<file path="config.mk">
export PLATFORM = sky130hd
export DESIGN_NAME = bcd_count_latch
export DESIGN_NICKNAME = d
export VERILOG_FILES = /design/src/rtl/bcd_count_latch.sv
export SDC_FILE = /design/constraint.sdc
export NUM_CORES = 1
export LEC_CHECK = 0
export CAP_MARGIN = 20
export CORE_UTILIZATION = 47
export DETAILED_ROUTE_END_ITERATION = 10
export PLACE_DENSITY_LB_ADDON = 0.12
export SETUP_SLACK_MARGIN = 0.4
export SYNTH_ARGS = -nofsm -noshare
export SYNTH_HDL_FRONTEND = slang
export SYNTH_SLANG_ARGS = --single-unit
export TNS_END_PERCENT = 5
</file>
<file path="constraint.sdc">
create_clock -name ck -period 1.8 [get_ports ck]
set_input_delay 0.36 -clock ck [delete_from_list [all_inputs] [get_ports ck]]
set_output_delay 0.36 -clock ck [all_outputs]
set_load 0.02 [all_outputs]
</file>
<file path="src/rtl/bcd_count_latch.sv">
// bcd_count_latch: NDIG-digit BCD counter with terminal-count pulse and ld-edge result latch.
// Latency: count, enb_3, dout, valid and ovr are all registered, updating one ck after the causing edge.
// Backpressure: none; OVERRANGE_EN adds second-wrap detection with count saturation and a latched ovr.
module bcd_count_latch #(
    parameter int NDIG = 3
) (
    input  logic              ck,
    input  logic              rst_n,
    input  logic              enb_0,
    input  logic              rst_s,
    input  logic              ld,
    output logic              enb_3,
    output logic [4*NDIG-1:0] count,
    output logic [4*NDIG-1:0] dout,
    output logic              valid,
    output logic              ovr
);
    localparam int W = 4 * NDIG;

    logic [W-1:0] count_q;
    logic [W-1:0] count_d;
    logic [W-1:0] dout_q;
    logic         enb_3_q;
    logic         valid_q;
    logic         ld_d_q;
    logic         all9;
    logic         carry;
    logic         ld_rise;

`ifdef OVERRANGE_EN
    logic wrap_q;
    logic ovf_q;
    logic ovr_q;
`endif

    // Ripple BCD increment; a carry out of the top digit means the count was all-9s.
    always_comb begin
        count_d = count_q;
        carry   = 1'b1;
        for (int i = 0; i < NDIG; i++) begin
            if (carry) begin
                if (count_q[4*i +: 4] == 4'd9) begin
                    count_d[4*i +: 4] = 4'd0;
                end else begin
                    count_d[4*i +: 4] = count_q[4*i +: 4] + 4'd1;
                    carry             = 1'b0;
                end
            end
        end
        all9 = carry;
    end

    assign ld_rise = ld && !ld_d_q;

    always_ff @(posedge ck or negedge rst_n) begin
        if (!rst_n) begin
            count_q <= '0;
            dout_q  <= '0;
            enb_3_q <= 1'b0;
            valid_q <= 1'b0;
            ld_d_q  <= 1'b0;
`ifdef OVERRANGE_EN
            wrap_q  <= 1'b0;
            ovf_q   <= 1'b0;
            ovr_q   <= 1'b0;
`endif
        end else begin
            ld_d_q  <= ld;
            valid_q <= ld_rise;
            enb_3_q <= 1'b0;
            if (ld_rise) begin
                dout_q <= count_q;
`ifdef OVERRANGE_EN
                ovr_q  <= ovf_q;
`endif
            end
            if (rst_s) begin
                count_q <= '0;
`ifdef OVERRANGE_EN
                wrap_q  <= 1'b0;
                ovf_q   <= 1'b0;
`endif
            end else if (enb_0) begin
`ifdef OVERRANGE_EN
                // The second wrap still ends the interval, but the count pins at all-9s.
                if (!ovf_q) begin
                    if (all9) begin
                        enb_3_q <= 1'b1;
                        if (wrap_q) begin
                            ovf_q <= 1'b1;
                        end else begin
                            count_q <= count_d;
                            wrap_q  <= 1'b1;
                        end
                    end else begin
                        count_q <= count_d;
                    end
                end
`else
                count_q <= count_d;
                enb_3_q <= all9;
`endif
            end
        end
    end

    assign count = count_q;
    assign dout  = dout_q;
    assign enb_3 = enb_3_q;
    assign valid = valid_q;
`ifdef OVERRANGE_EN
    assign ovr   = ovr_q;
`else
    assign ovr   = 1'b0;
`endif

endmodule

</file>
# Yosys cells after proc, flatten, opt, wreduce, memory -nomap -nowiden
# Cells that the tools add are included.
# totals
ff_bits	27
latchBits	0
ram_bits	0
romBits	0
inputBits	5
out_inout_bits	27
memories	0
# op_classes
n_addsub	3
mul	0
div_mod_pow	0
magnitude_cmp	0
n_eq_ne	3
shifts	0
mux	14
bitwise	0
reduce_logical	7
# ops
op	count
$mux 12	2
$mux 4	5
$add 4x1->4 const B	3
$eq 4x4->1 const B	3
$mux 1	7
$reduce_bool 2->1	3
$reduce_and 2->1	2
$logic_and 1x1->1	1
$logic_not 1->1	1

# Longest topological paths before layout
# logic_depth
word_depth	6
depth_mapped	6
depth_no_buf	5

# Worst setup path after synthesis
# Ideal clock, no wire load.
# synth_path
path_type	register -> register
from	register count_q[5], in the netlist count[5]
to	register count_q[6], in the netlist count[6]
setup_ns	0.078
t_arrival_ns	1.549
t_required_ns	1.722
setup_slack_ns	0.173
path_stages_with_launch	7
path_buffers	1
period_less_slack_ns	1.627
cell_sequence	dfrtp_1 inv_1 ha_1 and3b_1 clkbuf_1 or4_1 a21oi_1
# synth_via
elab_chain_cells	5
word_cells_on_any_way	6
# synth_lines
element	line_no	source
from (decl)	20	logic [W-1:0] count_q;
from (signal assigned)	100	count_q <= count_d;
$add 4x1->4 / $eq 4x4->1 (equally long branches)	45, 42	
$mux 4 *	42	if (count_q[4*i +: 4] == 4'd9) begin
$mux 4 *	41	if (carry) begin
$mux 12 *	83	end else if (enb_0) begin
$mux 12 *	77	if (rst_s) begin
# Every way passes the cells marked *; elsewhere a longest branch is shown, timed or not. The select of a mux whose other input is x is not followed.
# A chain may end at the register's enable or synchronous reset.

# Final worst setup path
# layout_path
from	register count_q[1], in the netlist count[1]
to	register count_q[7], in the netlist count[7]
# layout_via
elab_chain_cells	4
# layout_lines
element	line_no
$eq 4x4->1	42
$mux 1	42
$reduce_bool 2->1 (no line)	--
$reduce_and 2->1 (no line)	--
# Every way passes these cells.

==> metrics.cfg <==
[clocking]
cts_tree=done
clockBufferDepth=2
cts_made_buffers=3
worstSkewPairLatency_ns=0.32
cts_hold_buf=0
cts_root_buf=clkbuf_4
cts_max_level=1
cts_sinks=27
clkSlewWorstSetupHoldPaths_ns=0.14

[yosys]
ys.flop_type=dfrtp_1
synth_nets=126
syn-instance-count=115
synth_area_mm2=0.00124
ys_top_cells_by_area=dfrtp_1 54%, mux2_2 6.3%, ha_1 6.0%, a21oi_1 4.4%, o21ai_0 3.6%
yosysMostFrequentCell=dfrtp_1
synth-seq-cells=27
synth_top_cells_by_count=27 x dfrtp_1, 11 x a21oi_1, 10 x nand2_1, 9 x o21ai_0
yosys_warnings=0
synth_top_cell_by_area=dfrtp_1
netlist-cell-type-count=26
synth_seq_area_share=0.543
ys_async_sr_fraction=1.00
synth.avg_cell_area_um2=10.8
synth_edf_count=0
synth_top_area_frac=0.543

[final_layout]
layout-drive-gt1-share=0.206
final_nets=167
nFillCells=206
area_growth_pct=34.1
finalInstanceArea_mm2=0.00167
diodes=0

[power]
p_comb_frac=0.100
p_switching_mw=0.235
p_sw_frac=0.239
powerDensity_mw_per_mm2=589
vdd_drop_max_uv=446
power_frac_seq=0.636
p_int_mw=0.749
pwr-share-clk=0.264
p_leak_nw=0.848

[global_routing]
grt_pass1_wl_mm=4.20
grt_start_max_net_pins=28
grt_pass1_vias=979
globalRouteTotalUtil=0.208
grt_antenna_before_repair=0
gr-total-overflow=0

[floorplanning]
dieArea_mm2=0.00286
fp.dieH_um=53.5
die_width_um=53.5
ios=32
core_mm2=0.00250
fp-row-count=18
start_util=0.498

[drt]
vias=978
antenna_left=0
drtIter0Drc=12
drt-pass1-iter-count=4
drcViolationCount=0
wl_per_cell_um=13.7
viasPerCell=5.29
wl_mm=2.53

[timing]
whs_ns=0.396
setup_viol=0
final-hold-violation-count=0
rsz0062_at_grt=true
finalCriticalPeriod_ns=1.62
fmaxAchievable_mhz=618
period_share=0.900
final_max_slew_viol_count=0
clock_skew_ns=0.00371

[place]
post-dp-hpwl_mm=1.83
postPlaceCellArea_mm2=0.00165
gp_congestion=0.789
port_buffers=30

[setup_path]
cp.required_ns=2.06
critPathLaunchType=register
critPathArrivalTime_ns=1.88
end_kind=register
critPathMaxFanout=4
max_stage_delay_ns=0.45
critPathKind=reg -> reg
cp_slowest_cell=or4_1
critical_path.cell_chain=inv_2 > ha_4 > nand4b_1 > buf_4 > or4_1 > o21ai_1

[flow_run]
maxCapViolCount=0

[min_path]
hp-class=in -> async

[outcome]
status=complete, no violations

==> flip-flops by register name, indices dropped and copies added, names as in the netlist <==
| signal | cells |
|---|---|
| count | 12 |
| dout | 12 |
| enb_3 | 1 |
| ld_d_q | 1 |
| valid | 1 |
==> layout make-up <==
| class | count | area [um2] | area share |
|---|---|---|---|
| Timing Repair Buffer | 43 | 370 | 0.222 |
| Sequential cell | 27 | 682 | 0.409 |
| Tap cell | 30 | 37.5 | 0.0225 |
| Multi-Input combinational cell | 74 | 527 | 0.316 |
| Inverter | 7 | 26.3 | 0.0157 |
| Clock buffer | 4 | 26.3 | 0.0157 |
==> per-stage QoR <==
step	util	power, mW	std cells	TNS [ns]	setup slack, ns
6_report	0.668	0.984	185	0	0.181
5_1_grt	0.668	1.02	185	0	0.0918
4_1_cts	0.658	0.994	182	0	0.150
3_5_place_dp	0.659	0.740	178	-0.0374	-0.0374
3_3_place_gp	0.659	0.738	178	0	0.00305
2_1_floorplan	-	0.682	115	0	0.258
==> power groups by stage <==
stage,clock network [mW],registers (mW),logic (mW)
final,0.260,0.626,0.0984
after floorplan,0,0.650,0.0316
after global placement,0,0.639,0.0997
after CTS,0.271,0.627,0.0954
after global routing,0.285,0.628,0.109
after detailed placement,0,0.639,0.101
==> critical path: cells and delay by family (launching register included) <==
kind,cells,cell delay (ns)
flops,1,0.44
fa+ha+maj,1,0.13
simple gates,2,0.63
compound gates,1,0.09
buf+inv,2,0.27
==> cells in the final DEF (no fill, tap or decap), types with 4 or more instances in the layout <==
| cell type | count |
|---|---|
| a21oi_1 | 11 |
| buf_4 | 13 |
| clkdlybuf4s50_1 | 5 |
| dfrtp_1 | 22 |
| dfrtp_2 | 5 |
| dlygate4sd2_1 | 24 |
| ha_1 | 4 |
| inv_1 | 6 |
| mux2_2 | 7 |
| nand2_1 | 10 |
| nand2b_1 | 4 |
| nand3b_1 | 5 |
| o21ai_0 | 8 |
==> cells by family after synthesis <==
group / Yosys count / share of synthesized area
XOR/XNOR: 1 / 0.00704
AO/OA/AOI/OAI: 24 / 0.108
other: 1 / 0.00301
multiplexers: 7 / 0.0633
AND/OR/NAND/NOR: 35 / 0.170
flip-flops: 27 / 0.543
adder cells (fa/ha/maj): 6 / 0.0603
buffers and inverters: 14 / 0.0462
==> metal layers <==
metal	global-route usage	up-vias	routed length, um
li1	-	482	-
met4	0.0965	0	30
met2	0.348	24	1220
met1	0.262	468	1170
met5	0	-	0
met3	0.0287	4	101
==> path summary, 6_finish.rpt <==
kind | from | endpoint | slack (ns) | depth (start not counted)
hold / removal | rst_n | dout[3]$_DFFE_PN0P_ | 0.40 | 2
max in group asynchronous | rst_n | count[5]$_DFFE_PN0P_ | 1.13 | 2
min in group ck | dout[5]$_DFFE_PN0P_ | dout[5]$_DFFE_PN0P_ | 0.49 | 2
hold reg to reg | dout[5]$_DFFE_PN0P_ | dout[5]$_DFFE_PN0P_ | 0.49 | 2
setup / recovery | count[1]$_DFFE_PN0P_ | count[7]$_DFFE_PN0P_ | 0.18 | 6
setup reg to reg | count[1]$_DFFE_PN0P_ | count[7]$_DFFE_PN0P_ | 0.18 | 6
==> timing repair <==
item / in CTS / in global routing
endpoints found under the setup margin: 33 / 35
resized for setup: 25 / 2
hold endpoints to repair: 0 / 0
pin swaps: 0 / 1
buffers inserted: 0 / 3
gates cloned: 0 / 0
No activity file was read; power rests on OpenSTA's default activity.
